$ cat config.mk
export PLATFORM = sky130hd
export DESIGN_NAME = sseg_scan_decoder
export DESIGN_NICKNAME = d
export VERILOG_FILES = /design/src/rtl/sseg_scan_decoder.sv
export SDC_FILE = /design/constraint.sdc
export NUM_CORES = 1
export LEC_CHECK = 0
export ABC_AREA = 1
export CAP_MARGIN = 20
export CORE_MARGIN = 2
export CORE_UTILIZATION = 38
export DETAILED_ROUTE_END_ITERATION = 8
export PLACE_DENSITY = 0.68
export SLEW_MARGIN = 20
export SYNTH_ARGS = -nofsm -noshare
export SYNTH_HDL_FRONTEND = slang
export SYNTH_SLANG_ARGS = --single-unit
$ cat constraint.sdc
create_clock -name clk -period 4.4 [get_ports clk]
set_clock_uncertainty 0.2 [all_clocks]
set_input_delay 1.32 -clock clk [delete_from_list [all_inputs] [get_ports clk]]
set_output_delay 1.32 -clock clk [all_outputs]
set_load 0.05 [all_outputs]
$ cat src/rtl/sseg_scan_decoder.sv
// Receiver for a multiplexed active-low 7-segment bus: filters scan transitions,
// decodes each stable segment pattern back to BCD and tracks frame completion.
module sseg_scan_decoder #(
   parameter int unsigned N_DIG      = 4,
   parameter int unsigned STABLE_CYC = 4
) (
   input  logic                 clk,
   input  logic                 rst,
   input  logic [0:6]           SSeg,
   input  logic [N_DIG-1:0]     an,
   output logic [4*N_DIG-1:0]   digits,
   output logic [N_DIG-1:0]     digit_vld,
   output logic                 frame_done,
   output logic                 err
);

   localparam int unsigned SW = N_DIG + 7;
   localparam int unsigned CW = 4;
   localparam int unsigned DW = 4 * N_DIG;

   logic [SW-1:0]    s_q;
   logic [CW-1:0]    cnt_q, cnt_d;
   logic [N_DIG-1:0] seen_q, seen_d;
   logic [DW-1:0]    digits_q, digits_d;
   logic [N_DIG-1:0] vld_q, vld_d;
   logic             fd_q, fd_d;
   logic             err_q, err_d;

   logic [SW-1:0]    smp;
   logic             same;
   logic             cap;
   logic [N_DIG-1:0] sel;
   logic             sel_none;
   logic             sel_multi;
   logic [3:0]       dec_val;
   logic             dec_ok;
   logic             dec_blank;

   // Stability filter: a capture fires once, when the counter reaches STABLE_CYC
   always_comb begin
      smp  = {an, SSeg};
      same = (smp == s_q);
      cnt_d = '0;
      if (same) begin
         if (cnt_q != CW'(STABLE_CYC)) cnt_d = cnt_q + CW'(1);
         else                          cnt_d = cnt_q;
      end
      cap = same && (cnt_q == CW'(STABLE_CYC - 1));
   end

   // Anode classification from the sampled bus (active-low -> one-hot select)
   always_comb begin
      sel       = ~s_q[SW-1:7];
      sel_none  = (sel == '0);
      sel_multi = ((sel & (sel - N_DIG'(1))) != '0);
   end

   // Segment pattern decode, string order a..g, active-low
   always_comb begin
      dec_val   = 4'hF;
      dec_ok    = 1'b0;
      dec_blank = 1'b0;
      case (s_q[6:0])
         7'b0000001: begin dec_val = 4'd0; dec_ok = 1'b1; end
         7'b1001111: begin dec_val = 4'd1; dec_ok = 1'b1; end
         7'b0010010: begin dec_val = 4'd2; dec_ok = 1'b1; end
         7'b0000110: begin dec_val = 4'd3; dec_ok = 1'b1; end
         7'b1001100: begin dec_val = 4'd4; dec_ok = 1'b1; end
         7'b0100100: begin dec_val = 4'd5; dec_ok = 1'b1; end
         7'b0100000: begin dec_val = 4'd6; dec_ok = 1'b1; end
         7'b0001111: begin dec_val = 4'd7; dec_ok = 1'b1; end
         7'b0000000: begin dec_val = 4'd8; dec_ok = 1'b1; end
         7'b0000100: begin dec_val = 4'd9; dec_ok = 1'b1; end
         7'b1111111: dec_blank = 1'b1;
         default: ;
      endcase
   end

   // Capture update: nibble store, frame tracking and error flag
   always_comb begin
      digits_d = digits_q;
      vld_d    = vld_q;
      seen_d   = seen_q;
      fd_d     = 1'b0;
      err_d    = 1'b0;
      if (cap && !sel_none) begin
         if (sel_multi || !(dec_ok || dec_blank)) begin
            err_d = 1'b1;
         end else begin
            for (int k = 0; k < int'(N_DIG); k++) begin
               if (sel[k]) begin
                  digits_d[4*k +: 4] = dec_val;
                  vld_d[k]           = dec_ok;
               end
            end
            seen_d = seen_q | sel;
            if (&seen_d) begin
               fd_d   = 1'b1;
               seen_d = '0;
            end
         end
      end
   end

   always_ff @(posedge clk or negedge rst) begin
      if (!rst) begin
         s_q      <= '1;
         cnt_q    <= '0;
         seen_q   <= '0;
         digits_q <= '0;
         vld_q    <= '0;
         fd_q     <= 1'b0;
         err_q    <= 1'b0;
      end else begin
         s_q      <= smp;
         cnt_q    <= cnt_d;
         seen_q   <= seen_d;
         digits_q <= digits_d;
         vld_q    <= vld_d;
         fd_q     <= fd_d;
         err_q    <= err_d;
      end
   end

   assign digits     = digits_q;
   assign digit_vld  = vld_q;
   assign frame_done = fd_q;
   assign err        = err_q;

endmodule

==> metrics.txt, run 1 <==
# TYPE chip_impl_metric gauge
chip_impl_info{name="status",value="finished, final reports clean"} 1
chip_impl_metric{name="critical_path_peak_fanout",unit=""} 7
chip_impl_metric{name="met3RoutedLength",unit="um"} 183
chip_impl_info{name="startpoint_type_of_the_worst_setup_path",value="input port"} 1
chip_impl_metric{name="clock_power_share",unit="%"} 33.6
chip_impl_metric{name="num_io_pins",unit=""} 35
chip_impl_metric{name="yosysWarnings",unit=""} 0
chip_impl_metric{name="core",unit="sq um"} 5473
chip_impl_metric{name="grt_start_max_net_pins",unit=""} 42
chip_impl_metric{name="global_route_wire_length_before_repair",unit="mm"} 7.224
chip_impl_metric{name="route.detailed.drc",unit=""} 0
chip_impl_metric{name="finalCritPeriodShare",unit="%"} 68.76
chip_impl_metric{name="synthDistinctLibCells",unit=""} 29
chip_impl_metric{name="diodes",unit=""} 0
chip_impl_metric{name="max-slew-margin-rel",unit="%"} 39.43
chip_impl_metric{name="drt-vias-per-instance",unit=""} 4.628
chip_impl_metric{name="antenna_found_initial",unit=""} 0
chip_impl_metric{name="final-instance-count-excl-fill",unit=""} 366
chip_impl_info{name="category_of_the_worst_setup_path_capture_point",value="flop"} 1
chip_impl_metric{name="fin_util",unit="%"} 48.61
chip_impl_metric{name="clock_slew_seen_by_the_registers_of_the_worst_setup_and_hold_paths",unit="ns"} 0.08
chip_impl_metric{name="p_switching",unit="mW"} 0.1709
chip_impl_metric{name="power.share.switching",unit="%"} 24.73
chip_impl_metric{name="die-height",unit="um"} 79.26
chip_impl_info{name="grt_setup_unrepaired",value="false"} 1
chip_impl_metric{name="cts.sink_count",unit=""} 41
chip_impl_info{name="crit-reg2reg-launch",value="s_q[9]"} 1
chip_impl_metric{name="place.detailed.instances",unit=""} 358
chip_impl_metric{name="path_buf_inv",unit=""} 1
chip_impl_metric{name="drt_iter0_markers",unit=""} 61
chip_impl_metric{name="cts.hold.buffers_added",unit=""} 0
chip_impl_metric{name="io_buffer_count",unit=""} 34
chip_impl_info{name="most-common-layout-cells",value="nand2_1 (103), clkdlybuf4s50_1 (33), dfrtp_1 (30), nor2_1 (24), inv_1 (16)"} 1
chip_impl_info{name="hp-class",value="reg -> reg"} 1
chip_impl_metric{name="power.static_leakage",unit="nW"} 1.268
chip_impl_metric{name="r2r_setup_slack",unit="ns"} 2.33
chip_impl_metric{name="rows",unit=""} 27
chip_impl_metric{name="reg2regPathDepth",unit=""} 8
chip_impl_metric{name="whs",unit="ns"} 0.2782
chip_impl_info{name="path_delay_family",value="simple AND/OR/NAND/NOR gates"} 1
chip_impl_metric{name="drv_slew",unit=""} 0
chip_impl_metric{name="gr-usage-all-layers",unit="%"} 14.56
chip_impl_metric{name="max_slew.worst_pin.slew",unit="ns"} 0.9085
chip_impl_metric{name="clk-insertion-delay-late",unit="ns"} 0.29
chip_impl_metric{name="timing_hold_violations_final",unit=""} 0
chip_impl_metric{name="synthesis.instances",unit=""} 252
chip_impl_metric{name="setup_viol_count_final",unit=""} 0
chip_impl_metric{name="synth.cell_area",unit="sq um"} 2152
chip_impl_metric{name="cp_data_arrival_time",unit="ns"} 3.01
chip_impl_metric{name="postSynthAreaPerCell",unit="sq um"} 8.540
chip_impl_metric{name="gp_routability_congestion",unit=""} 0.8571
chip_impl_metric{name="drtAntennaViolNets",unit=""} 0
chip_impl_metric{name="power_report.internal_total",unit="mW"} 0.5202
chip_impl_metric{name="final_period_minus_worst_setup_slack",unit="ns"} 3.025
chip_impl_metric{name="pwr-share-seq",unit="%"} 57.0
chip_impl_metric{name="power_density",unit="nW/um^2"} 259.8
chip_impl_metric{name="hold_depth",unit=""} 2
chip_impl_metric{name="die_w",unit="um"} 79.26
chip_impl_metric{name="cts_buffers",unit=""} 5
chip_impl_metric{name="m1WireLength",unit="mm"} 1.917
chip_impl_info{name="clock-root-buffer",value="clkbuf_8"} 1
chip_impl_metric{name="synth.ff_latch_count",unit=""} 41
chip_impl_metric{name="critPathRequiredTime",unit="ns"} 4.38
chip_impl_metric{name="dp.final_hpwl",unit="mm"} 3.193
chip_impl_info{name="critPathSlowestCell",value="clkdlybuf4s50_1"} 1
chip_impl_metric{name="final_net_count",unit=""} 308
chip_impl_metric{name="power.combinational.fraction",unit="%"} 9.4
chip_impl_metric{name="post_cts.resized_instances",unit=""} 0
chip_impl_info{name="mostFrequentLayoutCell",value="nand2_1"} 1
chip_impl_metric{name="critical-path-max-stage-delay",unit="ns"} 0.50
chip_impl_metric{name="cts_setup_buffers",unit=""} 0
chip_impl_metric{name="detailedRoute.firstPassIterationCount",unit=""} 5
chip_impl_metric{name="routed_wl",unit="mm"} 4.194
chip_impl_info{name="tritoncts",value="yes"} 1
chip_impl_metric{name="setup_tns",unit="ns"} 0
chip_impl_info{name="highest-signal-layer",value="met4"} 1
chip_impl_metric{name="vias",unit=""} 1694
chip_impl_info{name="hold_path_end",value="digits[14]"} 1
chip_impl_metric{name="overflow",unit=""} 0
chip_impl_metric{name="post_route_cells_drive_above_1_share",unit="%"} 18.37
chip_impl_metric{name="floorplan.initialDensity",unit="%"} 39.32
chip_impl_metric{name="areaGrowthSynthToFinish",unit="%"} 23.60
chip_impl_info{name="timing.critical_path.cells",value="clkdlybuf4s50_1 > xnor2_1 > nand2_1 > nor2_1 > nand3_4 > nor2_2 > nand4_2 > nand2_1 > nand2_1"} 1
chip_impl_metric{name="fp.dieArea",unit="sq um"} 6281
chip_impl_metric{name="vias_in_the_first_global_route",unit=""} 1629
chip_impl_info{name="worst_hold_startpoint",value="digits[14]"} 1
chip_impl_metric{name="cts_buffer_depth",unit=""} 2
chip_impl_metric{name="syn_nets",unit=""} 267
chip_impl_info{name="r2r-end",value="digits[3]"} 1
chip_impl_metric{name="yosysSeqAreaShare",unit="%"} 48.31
chip_impl_metric{name="wl_per_cell",unit="um"} 11.46
chip_impl_metric{name="htreeDepth",unit=""} 2
chip_impl_info{name="crit_path_frequent_cell",value="nand2_1"} 1
chip_impl_info{name="worst_setup_path_class",value="in -> reg"} 1
chip_impl_metric{name="design_power_total",unit="mW"} 0.6911
chip_impl_metric{name="wl_met2",unit="mm"} 2.029
chip_impl_metric{name="fmax",unit="MHz"} 330.5
chip_impl_metric{name="drv.max_cap_violation_count",unit=""} 0
chip_impl_metric{name="vdd_ir_drop_max",unit="uV"} 123.4
## routing by layer
layer	track usage (%)	vias up
met5	0	-
met1	17.50	775
met3	3.068	6
li1	-	872
met2	26.10	41
met4	4.310	0
## per-stage QoR
step	worst slack (ns)	instance area, sq um
floorplan	1.810	2152
global placement	1.089	2577
detailed placement	1.045	2577
CTS	1.348	2660
global route	1.173	2660
finish	1.375	2660
## layout make-up
| class | instances | area (sq um) |
|---|---|---|
| tap | 72 | 90.09 |
| sequential | 41 | 1040 |
| fill | 539 | 2813 |
| clock buffer | 6 | 72.57 |
| timing repair buffer | 34 | 335.3 |
| clock inverter | 2 | 10.01 |
| multi-input combinational | 189 | 1027 |
| inverter | 22 | 85.08 |
## synth_stat cells (all sizes together)
| cell type | count | area share, % |
|---|---|---|
| nand2 | 107 | 19 |
| nand4 | 7 | 3.2 |
| nor2 | 35 | 9.2 |
| xnor2 | 8 | 3.3 |
| and3 | 1 | 0.29 |
| inv | 22 | 4.0 |
| nand3 | 14 | 5.9 |
| a31oi | 1 | 0.29 |
| o21ai | 5 | 1.2 |
| nor3 | 1 | 0.47 |
| dfstp | 11 | 13 |
| a21oi | 4 | 1.5 |
| nor4 | 2 | 0.58 |
| xor2 | 1 | 0.41 |
| ha | 2 | 1.2 |
| dfrtp | 30 | 35 |
| o31ai | 1 | 0.99 |
## worst min-delay path, stage by stage (launching register included)
cell	delay [ns]
dfrtp_1	0.35
nand2_1	0.05
nand2_1	0.05
## worst max-delay path by stage
| stage | from | endpoint | slack (ns) | cells after the start |
|---|---|---|---|---|
| after floorplan | an[1] | digit_vld[0] | 1.81 | 8 |
| after global placement | an[1] | digits[3] | 1.09 | 10 |
| after detailed placement | an[2] | digit_vld[0] | 1.05 | 9 |
| after CTS | an[2] | digit_vld[0] | 1.35 | 9 |
| after global routing | an[1] | digit_vld[1] | 1.17 | 9 |
| final | an[2] | digits[3] | 1.37 | 9 |
## power groups by stage
stage / Clock, mW / Sequential, mW / Combinational [mW]
2_1_floorplan: 0 / 0.399 / 0.0385
3_5_place_dp: 0 / 0.401 / 0.0658
6_report: 0.232 / 0.394 / 0.0648
3_3_place_gp: 0 / 0.401 / 0.0652
5_1_grt: 0.262 / 0.395 / 0.0727
4_1_cts: 0.244 / 0.394 / 0.0659
## registers in the layout (all words and copies together) (netlist names)
register / count
s_q: 11
digit_vld: 4
digits: 16
cnt_q: 4
err: 1
seen_q: 4
frame_done: 1
## cell families (layout without fill, tap and decap cells)
| logic type | after synthesis | count (layout) | synth area share, % |
|---|---|---|---|
| AND/OR/NAND/NOR | 167 | 167 | 39.01 |
| adder cells (fa/ha/maj) | 2 | 2 | 1.163 |
| AO/OA/AOI/OAI | 11 | 11 | 3.895 |
| flip-flops | 41 | 41 | 48.31 |
| XOR/XNOR | 9 | 9 | 3.663 |
| buffers and inverters | 22 | 64 | 3.954 |
Power figures use the tool's default switching activity.
==> run 2, diff against run 1 <==
--- a/config.mk
+++ b/config.mk
@@ -10,7 +10,7 @@
 export CORE_MARGIN = 2
 export CORE_UTILIZATION = 38
 export DETAILED_ROUTE_END_ITERATION = 8
-export PLACE_DENSITY = 0.68
+export PLACE_DENSITY = 0.7
 export SLEW_MARGIN = 20
 export SYNTH_ARGS = -nofsm -noshare
 export SYNTH_HDL_FRONTEND = slang
==> constraint.sdc (replaced) <==
create_clock -name clk -period 2.7 [get_ports clk]
set_clock_uncertainty 0.2 [all_clocks]
set_input_delay 0.81 -clock clk [delete_from_list [all_inputs] [get_ports clk]]
set_output_delay 0.81 -clock clk [all_outputs]
set_load 0.05 [all_outputs]
==> metrics.txt, run 2 (synthesized netlist as in run 1, its figures left out) <==
# TYPE chip_impl_metric gauge
chip_impl_metric{name="post_cts.resized_instances",unit=""} 0
chip_impl_metric{name="routed_wl",unit="mm"} 4.283
chip_impl_metric{name="design_area",unit="sq um"} 2690
chip_impl_metric{name="fp.dieArea",unit="sq um"} 6281
chip_impl_metric{name="cp_num_cells",unit=""} 9
chip_impl_metric{name="post_route_cells_drive_above_1_share",unit="%"} 18.86
chip_impl_metric{name="detailedRoute.firstPassIterationCount",unit=""} 4
chip_impl_metric{name="timing_hold_violations_final",unit=""} 0
chip_impl_metric{name="floorplan.initialDensity",unit="%"} 39.32
chip_impl_metric{name="cts.hold.buffers_added",unit=""} 0
chip_impl_metric{name="power.static_leakage",unit="nW"} 1.282
chip_impl_metric{name="drt-vias-per-instance",unit=""} 4.659
chip_impl_metric{name="cts.sink_count",unit=""} 41
chip_impl_metric{name="critical_path_peak_fanout",unit=""} 5
chip_impl_info{name="path_delay_family",value="simple AND/OR/NAND/NOR gates"} 1
chip_impl_metric{name="clk-insertion-delay-late",unit="ns"} 0.29
chip_impl_metric{name="grt_start_max_net_pins",unit=""} 42
chip_impl_info{name="grt_setup_unrepaired",value="false"} 1
chip_impl_metric{name="drv.max_cap_violation_count",unit=""} 0
chip_impl_metric{name="vdd_ir_drop_max",unit="uV"} 241.4
chip_impl_info{name="crit-reg2reg-launch",value="s_q[9]"} 1
chip_impl_info{name="startpoint_type_of_the_worst_setup_path",value="input port"} 1
chip_impl_info{name="status",value="finished, final reports clean"} 1
chip_impl_metric{name="cp_data_arrival_time",unit="ns"} 2.49
chip_impl_metric{name="final_period_minus_worst_setup_slack",unit="ns"} 2.504
chip_impl_info{name="most-common-layout-cells",value="nand2_1 (103), clkdlybuf4s50_1 (33), dfrtp_1 (30), nor2_1 (24), inv_1 (16)"} 1
chip_impl_metric{name="num_io_pins",unit=""} 35
chip_impl_metric{name="place.detailed.instances",unit=""} 361
chip_impl_metric{name="antenna_found_initial",unit=""} 0
chip_impl_metric{name="dp.final_hpwl",unit="mm"} 3.318
chip_impl_metric{name="core",unit="sq um"} 5473
chip_impl_info{name="mostFrequentLayoutCell",value="nand2_1"} 1
chip_impl_metric{name="hold_depth",unit=""} 2
chip_impl_info{name="r2r-end",value="digits[8]"} 1
chip_impl_metric{name="htreeDepth",unit=""} 2
chip_impl_metric{name="design_power_total",unit="mW"} 1.151
chip_impl_info{name="hold_path_end",value="digits[13]"} 1
chip_impl_metric{name="placement.cell_area",unit="sq um"} 2600
chip_impl_metric{name="gr-usage-all-layers",unit="%"} 15.18
chip_impl_metric{name="max_slew.worst_pin.slew",unit="ns"} 0.6972
chip_impl_metric{name="path_buf_inv",unit=""} 1
chip_impl_info{name="hp-class",value="reg -> reg"} 1
chip_impl_metric{name="clock_slew_seen_by_the_registers_of_the_worst_setup_and_hold_paths",unit="ns"} 0.07
chip_impl_metric{name="drt_iter0_markers",unit=""} 80
chip_impl_metric{name="rows",unit=""} 27
chip_impl_metric{name="cts_buffers",unit=""} 5
chip_impl_metric{name="final_net_count",unit=""} 311
chip_impl_metric{name="power_density",unit="nW/um^2"} 427.7
chip_impl_metric{name="wl_per_cell",unit="um"} 11.61
chip_impl_metric{name="io_buffer_count",unit=""} 34
chip_impl_info{name="tritoncts",value="yes"} 1
chip_impl_metric{name="finalCritPeriodShare",unit="%"} 92.73
chip_impl_metric{name="vias",unit=""} 1719
chip_impl_metric{name="areaGrowthSynthToFinish",unit="%"} 25.00
chip_impl_metric{name="setup_viol_count_final",unit=""} 0
chip_impl_info{name="clock-root-buffer",value="clkbuf_8"} 1
chip_impl_metric{name="max_ffs_per_register",unit=""} 16
chip_impl_metric{name="die-height",unit="um"} 79.26
chip_impl_metric{name="fin_util",unit="%"} 49.15
chip_impl_metric{name="reg2regPathDepth",unit=""} 8
chip_impl_metric{name="critical-path-max-stage-delay",unit="ns"} 0.49
chip_impl_metric{name="overflow",unit=""} 0
chip_impl_info{name="worst_setup_path_class",value="in -> reg"} 1
chip_impl_metric{name="drv_slew",unit=""} 0
chip_impl_metric{name="die_w",unit="um"} 79.26
chip_impl_metric{name="route.detailed.drc",unit=""} 0
chip_impl_metric{name="critPathRequiredTime",unit="ns"} 2.68
chip_impl_metric{name="cts_setup_buffers",unit=""} 0
chip_impl_metric{name="global_route_wire_length_before_repair",unit="mm"} 7.417
chip_impl_metric{name="gp_routability_congestion",unit=""} 0.8726
chip_impl_info{name="crit_path_frequent_cell",value="nand2_1"} 1
chip_impl_info{name="worst_hold_startpoint",value="digits[13]"} 1
chip_impl_metric{name="diodes",unit=""} 0
chip_impl_metric{name="drtAntennaViolNets",unit=""} 0
chip_impl_metric{name="max-slew-margin-rel",unit="%"} 53.09
chip_impl_info{name="category_of_the_worst_setup_path_capture_point",value="flop"} 1
chip_impl_info{name="critPathSlowestCell",value="clkdlybuf4s50_1"} 1
chip_impl_metric{name="cts_buffer_depth",unit=""} 2
chip_impl_info{name="timing.critical_path.cells",value="clkdlybuf4s50_1 > xnor2_1 > nand2_1 > nor2_1 > nand3_4 > nor2_2 > nand4_2 > nand2_1 > nand2_1"} 1
chip_impl_metric{name="fmax",unit="MHz"} 399.4
chip_impl_metric{name="vias_in_the_first_global_route",unit=""} 1651
chip_impl_metric{name="r2r_setup_slack",unit="ns"} 0.64
chip_impl_metric{name="final-instance-count-excl-fill",unit=""} 369
run 2: changes by cell type in the layout (fill, tap and decap cells not counted), sizes merged:
cell    change
clkinv      -2
buf         +3
clkbuf      +2
run 2: worst max-delay path by stage:
stage                    to  start  slack [ns]
2_1_floorplan  digit_vld[0]  an[1]        0.62
3_3_place_gp      digits[3]  an[1]       -0.07
3_5_place_dp   digit_vld[0]  an[2]        -0.1
4_1_cts        digit_vld[0]  an[2]        0.20
5_1_grt           digits[3]  an[1]        0.07
6_report          digits[8]  an[2]        0.20
run 2: tightest hold or removal path, stage by stage, from the launching register on:
cell	delay, ns
dfrtp_1	0.35
nand2_1	0.05
nand2_1	0.05
run 2: metal layers:
layer	track usage, %	up-vias	routed length, um	share of wire [%]
li1	-	879	-	-
met1	19.30	793	1920	45
met2	25.93	39	2110	49
met3	2.727	8	165	3.9
met4	5.345	0	88	2.1
met5	0	-	0	0
run 2: power breakdown:
part / total [mW] / internal, mW / leakage (nW) / switching [mW]
Sequential: 0.642 / 0.630 / 0.535 / 0.0124
Combinational: 0.107 / 0.0401 / 0.701 / 0.0670
Clock: 0.401 / 0.208 / 0.0455 / 0.193
Total: 1.15 / 0.878 / 1.28 / 0.272
run 2: final cells by class:
class / instances / area, sq um
fill: 534 / 2783
timing repair buffer: 37 / 357.8
clock buffer: 8 / 90.09
tap: 72 / 90.09
inverter: 22 / 85.08
sequential: 41 / 1040
multi-input combinational: 189 / 1027
run 2: stage by stage:
stage,hold WS (ns),worst slack (ns),TNS [ns]
after global routing,0.3075,0.07403,0
final,0.2835,0.1962,0
after floorplan,0.2519,0.6198,0
after global placement,0.2652,-0.06810,-1.084
after detailed placement,0.2702,-0.09640,-1.843
after CTS,0.2896,0.2001,0
==> run 3, diff against run 2 <==
--- a/config.mk
+++ b/config.mk
@@ -7,9 +7,10 @@
 export LEC_CHECK = 0
 export ABC_AREA = 1
 export CAP_MARGIN = 20
-export CORE_MARGIN = 2
+export CORE_MARGIN = 3
 export CORE_UTILIZATION = 38
 export DETAILED_ROUTE_END_ITERATION = 8
+export MAX_ROUTING_LAYER = met4
 export PLACE_DENSITY = 0.7
 export SLEW_MARGIN = 20
 export SYNTH_ARGS = -nofsm -noshare
==> metrics.txt, run 3 (synthesized netlist as in run 1, its figures left out) <==
# TYPE chip_impl_metric gauge
chip_impl_info{name="status",value="finished, final reports clean"} 1
chip_impl_metric{name="cts.hold.buffers_added",unit=""} 0
chip_impl_metric{name="final_period_minus_worst_setup_slack",unit="ns"} 2.481
chip_impl_metric{name="detailedRoute.firstPassIterationCount",unit=""} 4
chip_impl_metric{name="placement.cell_area",unit="sq um"} 2590
chip_impl_metric{name="power.static_leakage",unit="nW"} 1.285
chip_impl_metric{name="vdd_ir_drop_max",unit="uV"} 217.1
chip_impl_metric{name="areaGrowthSynthToFinish",unit="%"} 25.29
chip_impl_metric{name="max_ffs_per_register",unit=""} 16
chip_impl_metric{name="place.detailed.instances",unit=""} 358
chip_impl_metric{name="post_route_cells_drive_above_1_share",unit="%"} 18.58
chip_impl_metric{name="power_density",unit="nW/um^2"} 454.2
chip_impl_metric{name="critPathRequiredTime",unit="ns"} 1.69
chip_impl_info{name="worst_setup_path_class",value="reg -> out"} 1
chip_impl_info{name="clock-root-buffer",value="clkbuf_8"} 1
chip_impl_metric{name="die-height",unit="um"} 81.26
chip_impl_metric{name="overflow",unit=""} 0
chip_impl_info{name="critPathSlowestCell",value="clkdlybuf4s50_1"} 1
chip_impl_metric{name="final_net_count",unit=""} 310
chip_impl_metric{name="critical_path_peak_fanout",unit=""} 2
chip_impl_metric{name="rows",unit=""} 26
chip_impl_metric{name="max-slew-margin-rel",unit="%"} 55.95
chip_impl_metric{name="drt-vias-per-instance",unit=""} 4.656
chip_impl_metric{name="grt_start_max_net_pins",unit=""} 42
chip_impl_metric{name="fillerInstances",unit=""} 501
chip_impl_metric{name="timing_hold_violations_final",unit=""} 0
chip_impl_metric{name="drv.max_cap_violation_count",unit=""} 0
chip_impl_metric{name="fmax",unit="MHz"} 403.1
chip_impl_metric{name="antenna_found_initial",unit=""} 0
chip_impl_metric{name="fp.dieArea",unit="sq um"} 6602
chip_impl_metric{name="final-instance-count-excl-fill",unit=""} 366
chip_impl_metric{name="routed_wl",unit="mm"} 4.163
chip_impl_metric{name="multiInputGateArea",unit="sq um"} 1027
chip_impl_info{name="tritoncts",value="yes"} 1
chip_impl_metric{name="htreeDepth",unit=""} 2
chip_impl_metric{name="core",unit="sq um"} 5303
chip_impl_metric{name="num_io_pins",unit=""} 35
chip_impl_metric{name="global_route_wire_length_before_repair",unit="mm"} 7.417
chip_impl_metric{name="critical-path-max-stage-delay",unit="ns"} 0.81
chip_impl_metric{name="route.detailed.drc",unit=""} 0
chip_impl_metric{name="vias",unit=""} 1704
chip_impl_info{name="most-common-layout-cells",value="nand2_1 (103), clkdlybuf4s50_1 (33), dfrtp_1 (30), nor2_1 (24), inv_1 (16)"} 1
chip_impl_metric{name="cp_data_arrival_time",unit="ns"} 1.47
chip_impl_metric{name="gp_routability_congestion",unit=""} 0.8673
chip_impl_metric{name="wl_per_cell",unit="um"} 11.37
chip_impl_info{name="crit-reg2reg-launch",value="s_q[9]"} 1
chip_impl_info{name="startpoint_type_of_the_worst_setup_path",value="flop"} 1
chip_impl_metric{name="clk-insertion-delay-late",unit="ns"} 0.29
chip_impl_metric{name="diodes",unit=""} 0
chip_impl_metric{name="cts_buffers",unit=""} 5
chip_impl_info{name="timing.critical_path.cells",value="clkdlybuf4s50_1"} 1
chip_impl_metric{name="drtAntennaViolNets",unit=""} 0
chip_impl_metric{name="register_area",unit="sq um"} 1040
chip_impl_metric{name="dp.final_hpwl",unit="mm"} 3.202
chip_impl_metric{name="floorplan.initialDensity",unit="%"} 40.59
chip_impl_metric{name="finalCritPeriodShare",unit="%"} 91.88
chip_impl_metric{name="cts_setup_buffers",unit=""} 0
chip_impl_metric{name="die_w",unit="um"} 81.26
chip_impl_metric{name="gr-usage-all-layers",unit="%"} 14.76
chip_impl_metric{name="path_buf_inv",unit=""} 1
chip_impl_metric{name="io_buffer_count",unit=""} 34
chip_impl_info{name="worst_hold_startpoint",value="digit_vld[2]"} 1
chip_impl_metric{name="vias_in_the_first_global_route",unit=""} 1689
chip_impl_info{name="category_of_the_worst_setup_path_capture_point",value="primary output"} 1
chip_impl_metric{name="clock_slew_seen_by_the_registers_of_the_worst_setup_and_hold_paths",unit="ns"} 0.08
chip_impl_metric{name="drv_slew",unit=""} 0
chip_impl_metric{name="design_area",unit="sq um"} 2696
chip_impl_info{name="mostFrequentLayoutCell",value="nand2_1"} 1
chip_impl_metric{name="post_cts.resized_instances",unit=""} 0
chip_impl_info{name="path_delay_family",value="buffers and inverters"} 1
chip_impl_metric{name="drt_iter0_markers",unit=""} 71
chip_impl_info{name="crit_start",value="digits[2]"} 1
chip_impl_metric{name="setup_viol_count_final",unit=""} 0
chip_impl_metric{name="fin_util",unit="%"} 50.85
chip_impl_info{name="grt_setup_unrepaired",value="false"} 1
chip_impl_metric{name="cts.sink_count",unit=""} 41
chip_impl_metric{name="max_slew.worst_pin.slew",unit="ns"} 0.6547
chip_impl_metric{name="cts_buffer_depth",unit=""} 2
chip_impl_info{name="hp-class",value="reg -> reg"} 1
[run 3: worst paths after layout]
| path | to | slack [ns] | cells past startpoint |
|---|---|---|---|
| worst max-delay path | digits[2] | 0.22 | 1 |
| worst max register to register | digits[6] | 0.66 | 8 |
| max in group asynchronous | s_q[1] | 1.56 | 2 |
| min in group asynchronous | digits[14] | 0.38 | 2 |
| worst min-delay path | digit_vld[2] | 0.29 | 2 |
| worst min register to register | digit_vld[2] | 0.29 | 2 |
[run 3: worst min-delay path, delay by kind of cell, from the launching register on]
kind,cells,cell delay [ns]
and+or+nand+nor,2,0.11
DFF,1,0.35
[run 3: routing by layer]
layer / routed length (um) / track usage [%] / share of wire, % / vias up
met5: 0 / - / 0 / -
met4: 37 / 4.561 / 0.89 / 0
met3: 179 / 3.437 / 4.3 / 4
met2: 2093 / 25.21 / 50 / 35
met1: 1853 / 17.22 / 45 / 786
li1: - / - / - / 879
[run 3: stage by stage]
| stage | hold slack (ns) | power [mW] | setup WS, ns | setup TNS, ns |
|---|---|---|---|---|
| 3_3_place_gp | 0.2666 | 0.7595 | -0.05382 | -0.7469 |
| 3_5_place_dp | 0.2686 | 0.7612 | -0.07603 | -1.402 |
| 6_report | 0.2872 | 1.225 | 0.2192 | 0 |
| 5_1_grt | 0.3150 | 1.281 | 0.03700 | 0 |
| 4_1_cts | 0.2898 | 1.242 | 0.2067 | 0 |
| 2_1_floorplan | 0.2519 | 0.7135 | 0.6198 | 0 |
[run 3: final cells by class]
cell class,count,area share (%)
Clock buffer,6,2.691
Sequential cell,41,38.56
Multi-Input combinational cell,189,38.10
Clock inverter,2,1.253
Tap cell,70,3.248
Timing Repair Buffer,36,12.99
Inverter,22,3.155
[run 3: power breakdown]
group          switching, mW  internal (mW)
combinational         0.0654         0.0401
clock                  0.204          0.273
sequential            0.0124          0.629
total                  0.282          0.943
